$ cat config.mk
export PLATFORM = sky130hd
export DESIGN_NAME = sw_debounce
export DESIGN_NICKNAME = d
export VERILOG_FILES = /design/src/rtl/sw_debounce.sv
export SDC_FILE = /design/constraint.sdc
export NUM_CORES = 1
export LEC_CHECK = 0
export CAP_MARGIN = 5
export CORE_MARGIN = 2
export CORE_UTILIZATION = 50
export CTS_CLUSTER_SIZE = 30
export DETAILED_ROUTE_END_ITERATION = 16
export GPL_TIMING_DRIVEN = 1
export MAX_ROUTING_LAYER = met4
export PLACE_DENSITY = 0.86
export SYNTH_ARGS = -nofsm -noshare
export SYNTH_HDL_FRONTEND = slang
export SYNTH_SLANG_ARGS = --single-unit
$ cat constraint.sdc
create_clock -name clk -period 2.4 [get_ports clk]
set_input_delay 0.48 -clock clk [delete_from_list [all_inputs] [get_ports clk]]
set_output_delay 0.48 -clock clk [all_outputs]
set_load 0.02 [all_outputs]
$ cat src/rtl/sw_debounce.sv
// Per-bit slide-switch debouncer: 2-flop synchronizer followed by a stable-run filter.
// Define SW_DEBOUNCE_EDGE_EN to build the per-bit sw_rise/sw_fall pulse outputs.
module sw_debounce #(
  parameter int WIDTH         = 6,
  parameter int STABLE_CYCLES = 4
) (
  input  logic             clk,
  input  logic             rst,
  input  logic [WIDTH-1:0] sw_raw,
  output logic [WIDTH-1:0] sw,
  output logic             changed
`ifdef SW_DEBOUNCE_EDGE_EN
  ,
  output logic [WIDTH-1:0] sw_rise,
  output logic [WIDTH-1:0] sw_fall
`endif
);

  localparam int            CW   = (STABLE_CYCLES > 1) ? $clog2(STABLE_CYCLES) : 1;
  localparam logic [CW-1:0] LAST = CW'(STABLE_CYCLES - 1);

  logic [WIDTH-1:0]         r_s1;
  logic [WIDTH-1:0]         r_s2;
  logic [WIDTH-1:0]         r_sw;
  logic                     r_changed;
  logic [WIDTH-1:0][CW-1:0] r_cnt;
  logic [WIDTH-1:0][CW-1:0] w_cntNext;
  logic [WIDTH-1:0]         w_swNext;
  logic                     w_anyUpdate;

  // A bit is accepted only after its synchronized level has disagreed with sw for
  // STABLE_CYCLES consecutive edges; any agreement in between throws the run away.
  always_comb begin
    w_swNext  = r_sw;
    w_cntNext = '0;
    for (int i = 0; i < WIDTH; i++) begin
      if (r_s2[i] != r_sw[i]) begin
        if (r_cnt[i] == LAST) begin
          w_swNext[i] = r_s2[i];
        end else begin
          w_cntNext[i] = r_cnt[i] + CW'(1);
        end
      end
    end
    w_anyUpdate = (w_swNext != r_sw);
  end

  always_ff @(posedge clk) begin
    if (rst) begin
      r_s1      <= '0;
      r_s2      <= '0;
      r_sw      <= '0;
      r_cnt     <= '0;
      r_changed <= 1'b0;
    end else begin
      r_s1      <= sw_raw;
      r_s2      <= r_s1;
      r_sw      <= w_swNext;
      r_cnt     <= w_cntNext;
      r_changed <= w_anyUpdate;
    end
  end

  assign sw      = r_sw;
  assign changed = r_changed;

`ifdef SW_DEBOUNCE_EDGE_EN
  logic [WIDTH-1:0] r_rise;
  logic [WIDTH-1:0] r_fall;

  // Edge pulses are registered on the same edge as sw so they line up with changed.
  always_ff @(posedge clk) begin
    if (rst) begin
      r_rise <= '0;
      r_fall <= '0;
    end else begin
      r_rise <= w_swNext & ~r_sw;
      r_fall <= ~w_swNext & r_sw;
    end
  end

  assign sw_rise = r_rise;
  assign sw_fall = r_fall;
`else
  // Edge outputs are not built in this configuration.
`endif

endmodule

==> results of run 1 <==
-- final timing paths --
kind	endpoint	slack, ps	cells after the start
max	sw[5]	590	1
min	r_s2[3]	430	1
max reg2reg	changed	1230	3
min reg2reg	r_s2[3]	430	1
-- area by class of cell --
type / count / share of cell area [%]
inverter: 7 / 2.02
timing repair buffer: 15 / 11.4
tap: 27 / 2.60
multi-input combinational: 52 / 31.0
clock buffer: 8 / 5.29
sequential: 31 / 47.7
-- sequential cells by signal, indices dropped and copies added (netlist names) --
signal,count
r_cnt,12
sw,6
changed,1
r_s2,6
r_s1,6
-- logic make-up (layout without fill, tap and decap cells) --
family	Yosys count	count (layout)
xor+xnor	6	6
flops	31	31
mux	6	6
compound gates	4	4
simple gates	30	30
buf+inv	10	30
fa+ha+maj	6	6
-- synth_stat cells --
cell type / count
dfxtp_1: 31
nor2b_1: 12
inv_1: 7
ha_1: 6
mux2i_1: 6
nor2_1: 6
nor4_1: 6
nor4b_1: 6
xnor2_1: 6
clkbuf_1: 3
o22ai_1: 3
o31a_1: 1
-- per-stage QoR --
stage	setup WS (ps)	instances	area, um2
2_1_floorplan	1250	93	1060
5_1_grt	525	140	1300
3_5_place_dp	856	132	1230
6_report	590	140	1300
3_3_place_gp	900	132	1230
4_1_cts	581	140	1300
-- power groups by stage --
stage | Combinational (mW) | Sequential (mW) | Clock, mW
after global routing | 0.0394 | 0.534 | 0.364
after global placement | 0.0339 | 0.543 | 0
after detailed placement | 0.0359 | 0.544 | 0
final | 0.0355 | 0.532 | 0.335
after CTS | 0.0359 | 0.532 | 0.344
after floorplan | 0.0204 | 0.543 | 0
-- per-layer routing --
| metal | GRT usage [%] | up-vias |
|---|---|---|
| met5 | - | - |
| met2 | 23.7 | 15 |
| li1 | - | 352 |
| met1 | 15.4 | 307 |
| met4 | 6.94 | 0 |
| met3 | 7.27 | 5 |
==> metrics.csv, run 1 <==
stage;metric;value;unit
status;status;finished, final reports clean;
worst_setup_path;endpoint_kind;output port;
die;start_util;53.5;%
clock_tree;post_cts_buffers;0;
worst_setup_path;start_kind;register;
worst_setup_path;crit_arrival;1330;ps
pwr;seq_power_share;58.9;%
pwr;p_sw_share;20.3;%
die;die_height;50.1;um
sta;slew_headroom;80.3;%
synthesis;yosysSeqAreaShare;58.5;%
finish;multi_input_area;403;um2
worst_setup_path;crit_path_top_delay_cell;clkdlybuf4s50_1;
sta;maxSlewViolCount;0;
sta;setup_viol;0;
finish;nFillCells;155;
pwr;vdd_drop_max;0.547;mV
synthesis;ys.warnings.count;0;
global_routing;first_global_vias;656;
pwr;p_int;0.720;mW
synthesis;synthMuxAreaShare;5.66;%
clock_tree;ctsResizeCount;0;
pwr;p_switching;0.183;mW
clock_tree;h-tree-depth;2;
clock_tree;clockBufferDepth;2;
global_routing;grt_max_degree;32;
sta;period_share;75.4;%
die;dieArea;2510;um2
drt;detail-route-antenna-nets;0;
synthesis;synthesis.area;1060;um2
drt;top_layer;met4;
sta;period_needed;1810;ps
global_routing;grt_remaining_overflow;0;
drt;routed-via-count;679;
drt;wl_met3;98;um
pwr;p_leak;0.483;nW
worst_setup_path;path_class;register to output port;
drt;routedWlPerCell;10.4;um
global_routing;grt_pass1_wl;2630;um
drt;routed_wl;1460;um
die;ioPinCount;15;
finish;antennaDiodeCount;0;
global_routing;grtUsageTotal;14.9;%
clock_tree;clock_latency;320;ps
run;cap_violations;0;
drt;firstDrtPassIters;4;
worst_setup_path;worst-path-max-fanout;3;
pwr;p_clk_share;37.2;%
synthesis;synthAdderAreaFrac;7.08;%
die;rows;16;
finish;final_nets;126;
synthesis;ys_ff_latch;31;
synthesis;synth-simple-area-share;17.7;%
finish;regArea;621;um2
worst_setup_path;worstPathRequired;1920;ps
clock_tree;postCtsHoldBufs;0;
synthesis;synth.distinct_cells;12;
drt;wl_met1;659;um
min_path;min-delay-start;r_s1[3];
drt;route.met2.wl;674;um
worst_setup_path;critical-path-top-delay-family;buffers and inverters;
min_path;hold_path_class;register to register;
drt;drc;0;
pwr;comb_power_share;3.9;%
clock_tree;cts_sinks;31;
finish;final_util;65.6;%
clock_tree;cts_tree;built;
synthesis;synth-xor-area-share;4.95;%
clock_tree;cts_made_buffers;5;
finish;syn_to_final_growth;22.5;%
die;die_x;50.1;um
placed_design;gp_congestion;0.711;
synthesis;synth_compound_area_share;2.59;%
placed_design;hpwlAfterDp;1060;um
synthesis;syn_nets;107;
worst_setup_path;r2r_start;sw[5];
die;coreArea;1980;um2
synthesis;synth_top_cell_by_area;dfxtp_1;
synthesis;syn_avg_cell_area;11.4;um2
synthesis;synth_top_area_share;58.5;%
sta;worst_pin_slew;293;ps
sta;finalSetupTns;0;ps
global_routing;antenna_found_initial;0;
synthesis;synth_top_family_by_area;simple AND/OR/NAND/NOR gates;
worst_setup_path;path_buf_inv;1;
drt;routed_via_density;4.85;
drt;drtIter0Drc;6;
placed_design;io_buffers;14;
finish;drive_above_1_share;7.08;%
finish;mostFrequentLayoutCells;dfxtp_1, clkdlybuf4s50_1, nor2b_1;
sta;hold_slack;428;ps
clock_tree;cts-root-buf;clkbuf_4;
sta;clock_skew;11.2;ps
pwr;p_per_area;694;nW/um2
sta;max_freq;553;MHz
clock_tree;cts.clk_slew.worst_paths;90;ps
synthesis;synth_cells;93;
sta;rsz0062_at_grt;no;
sta;finalHoldViolations;0;
synthesis;synth_area_leaders;dfxtp_1, ha_1, nor2b_1;
worst_setup_path;worstPathCellList;clkdlybuf4s50_1;
pwr;total_power;0.903;mW
worst_setup_path;cp-startpoint;sw[5];
worst_setup_path;critPathMaxStageDelay;620;ps
finish;final_common_cell;dfxtp_1;
Note: power is estimated with default switching activity, not from simulation.
==> run 2: changes to the inputs <==
--- a/config.mk
+++ b/config.mk
@@ -7,12 +7,12 @@
 export LEC_CHECK = 0
 export CAP_MARGIN = 5
 export CORE_MARGIN = 2
-export CORE_UTILIZATION = 50
+export CORE_UTILIZATION = 46
 export CTS_CLUSTER_SIZE = 30
 export DETAILED_ROUTE_END_ITERATION = 16
 export GPL_TIMING_DRIVEN = 1
 export MAX_ROUTING_LAYER = met4
-export PLACE_DENSITY = 0.86
+export PLACE_DENSITY = 0.84
 export SYNTH_ARGS = -nofsm -noshare
 export SYNTH_HDL_FRONTEND = slang
 export SYNTH_SLANG_ARGS = --single-unit
==> constraint.sdc (replaced) <==
create_clock -name clk -period 1.65 [get_ports clk]
set_input_delay 0.33 -clock clk [delete_from_list [all_inputs] [get_ports clk]]
set_output_delay 0.33 -clock clk [all_outputs]
set_load 0.02 [all_outputs]
==> run 2 against run 1 <==
Critical path depth is the same. Non-clock buffer count is the same. Register-to-register slack worse by 700 ps. Clock-buffer cell count fell by 1. Global-route usage down 0.13 points. Combinational power up 55%. Die area rose by 8.0%. Final area shrank 0.67%.
==> metrics.csv, run 2 (synthesized netlist as in run 1, its figures left out) <==
stage;metric;value;unit;change
status;status;finished, final reports clean;;
die;rows;17;;+1
drt;drtIter0Drc;3;;-3
clock_tree;cts-root-buf;clkbuf_4;;
die;start_util;48.4;%;-5.1 points
placed_design;io_buffers;14;;unchanged
worst_setup_path;path_class;register to output port;;
pwr;vdd_drop_max;0.672;mV;+23%
worst_setup_path;reg2regPathDepth;3;;unchanged
clock_tree;cts_made_buffers;5;;unchanged
clock_tree;post_cts_buffers;0;;unchanged
sta;slew_headroom;82.7;%;+2.4 points
die;coreArea;2190;um2;+11%
die;die_x;52.0;um;+3.9%
sta;period_needed;1570;ps;
worst_setup_path;endpoint_kind;output port;;
drt;detail-route-antenna-nets;0;;unchanged
global_routing;grt_remaining_overflow;0;;unchanged
clock_tree;h-tree-depth;2;;unchanged
global_routing;first_global_vias;686;;+4.6%
pwr;total_power;1.23;mW;+36%
worst_setup_path;critPathMaxStageDelay;590;ps;-30 ps
sta;max_freq;638;MHz;
finish;final_common_cell;dfxtp_1;;
worst_setup_path;path_buf_inv;1;;unchanged
sta;clock_skew;12.9;ps;+1.75 ps
sta;maxSlewViolCount;0;;unchanged
worst_setup_path;critical-path-top-delay-family;buffers and inverters;;
pwr;p_switching;0.266;mW;+45%
sta;finalSetupTns;0;ps;unchanged
die;die_height;52.0;um;+3.9%
finish;drive_above_1_share;6.19;%;-0.88 points
drt;firstDrtPassIters;2;;-2
worst_setup_path;worstPathRequired;1320;ps;-600 ps
worst_setup_path;crit_path_top_delay_cell;clkdlybuf4s50_1;;
finish;mostFrequentLayoutCells;dfxtp_1, nor2b_1, clkdlybuf4s50_1;;
clock_tree;clockBufferDepth;2;;unchanged
sta;worst_pin_slew;256;ps;-37.0 ps
pwr;p_per_area;953;nW/um2;+37%
clock_tree;clock_latency;330;ps;about the same
sta;period_share;95.0;%;
min_path;hold_depth;1;;unchanged
drt;drc;0;;unchanged
pwr;p_clk_share;32.7;%;-4.5 points
finish;top_register;r_cnt;;
drt;routedWlPerCell;10.3;um;-1.0%
sta;rsz0062_at_grt;no;;
pwr;comb_power_share;4.5;%;+0.6 points
clock_tree;cts_sinks;31;;unchanged
worst_setup_path;path_depth;1;;unchanged
clock_tree;cts_tree;built;;
worst_setup_path;worstPathCellList;clkdlybuf4s50_1;;
run;cap_violations;0;;unchanged
pwr;p_int;0.965;mW;+34%
finish;final_nets;126;;unchanged
pwr;seq_power_share;62.9;%;+4.0 points
sta;setup_viol;0;;unchanged
drt;routed_wl;1460;um;-0.34%
global_routing;grtUsageTotal;14.8;%;-0.13 points
worst_setup_path;start_kind;register;;
clock_tree;postCtsHoldBufs;0;;unchanged
pwr;p_leak;0.522;nW;+7.9%
worst_setup_path;worst-path-max-fanout;1;;-2
die;ioPinCount;15;;unchanged
die;dieArea;2710;um2;+8.0%
global_routing;antenna_found_initial;0;;unchanged
worst_setup_path;crit_arrival;1240;ps;-90 ps
drt;routed_via_density;4.88;;+0.61%
drt;routed-via-count;688;;+1.3%
global_routing;grt_max_degree;32;;unchanged
placed_design;hpwlAfterDp;1030;um;-2.6%
sta;finalHoldViolations;0;;unchanged
placed_design;gp_congestion;0.663;;-6.8%
pwr;p_sw_share;21.6;%;+1.3 points
global_routing;grt_pass1_wl;2720;um;+3.4%
finish;largest_reg_flops;12;;unchanged
finish;syn_to_final_growth;21.7;%;
clock_tree;cts.clk_slew.worst_paths;90;ps;about the same
finish;antennaDiodeCount;0;;unchanged
min_path;hold_path_class;register to register;;
[run 2: metal layers]
layer / vias to the layer above / wire length [um] / track usage [%]
li1: 355 / - / -
met1: 310 / 593 / 14.0
met2: 15 / 730 / 24.3
met3: 8 / 74 / 5.17
met4: 0 / 59 / 11.8
met5: - / 0 / -
[run 2: area by class of cell]
class,count,area (um2)
Clock inverter,1,5.00
Timing Repair Buffer,15,156
Fill cell,203,900
Multi-Input combinational cell,52,403
Sequential cell,31,621
Inverter,7,26.3
Clock buffer,7,45.0
Tap cell,28,35.0
[run 2: what timing repair did]
action                     CTS  global route
gates cloned                 0             0
gates resized for setup      5             1
setup endpoints to repair    5             1
[run 2: path summary, 6_finish.rpt]
path           start  endpoint  slack (ps)
min          r_s1[1]   r_s2[1]         430
max          changed   changed          80
max reg2reg    sw[2]   changed         530
min reg2reg  r_s1[1]   r_s2[1]         430
[run 2: metrics by stage]
stage | area [um2] | utilization (%) | setup slack [ps] | std cells | hold WS (ps)
2_1_floorplan | 1060 | - | 504 | 93 | 402
3_3_place_gp | 1240 | 56.8 | 348 | 133 | 413
3_5_place_dp | 1240 | 56.8 | 273 | 133 | 423
4_1_cts | 1290 | 58.8 | 6.04 | 141 | 437
5_1_grt | 1290 | 58.9 | 41.9 | 141 | 447
6_report | 1290 | 58.9 | 83.3 | 141 | 432
[run 2: power groups by stage]
stage | logic, mW | registers [mW] | clock network, mW
detailed placement | 0.0555 | 0.792 | 0
global placement | 0.0537 | 0.790 | 0
global route | 0.0612 | 0.776 | 0.449
floorplan | 0.0297 | 0.789 | 0
CTS | 0.0557 | 0.774 | 0.417
finish | 0.0550 | 0.774 | 0.402
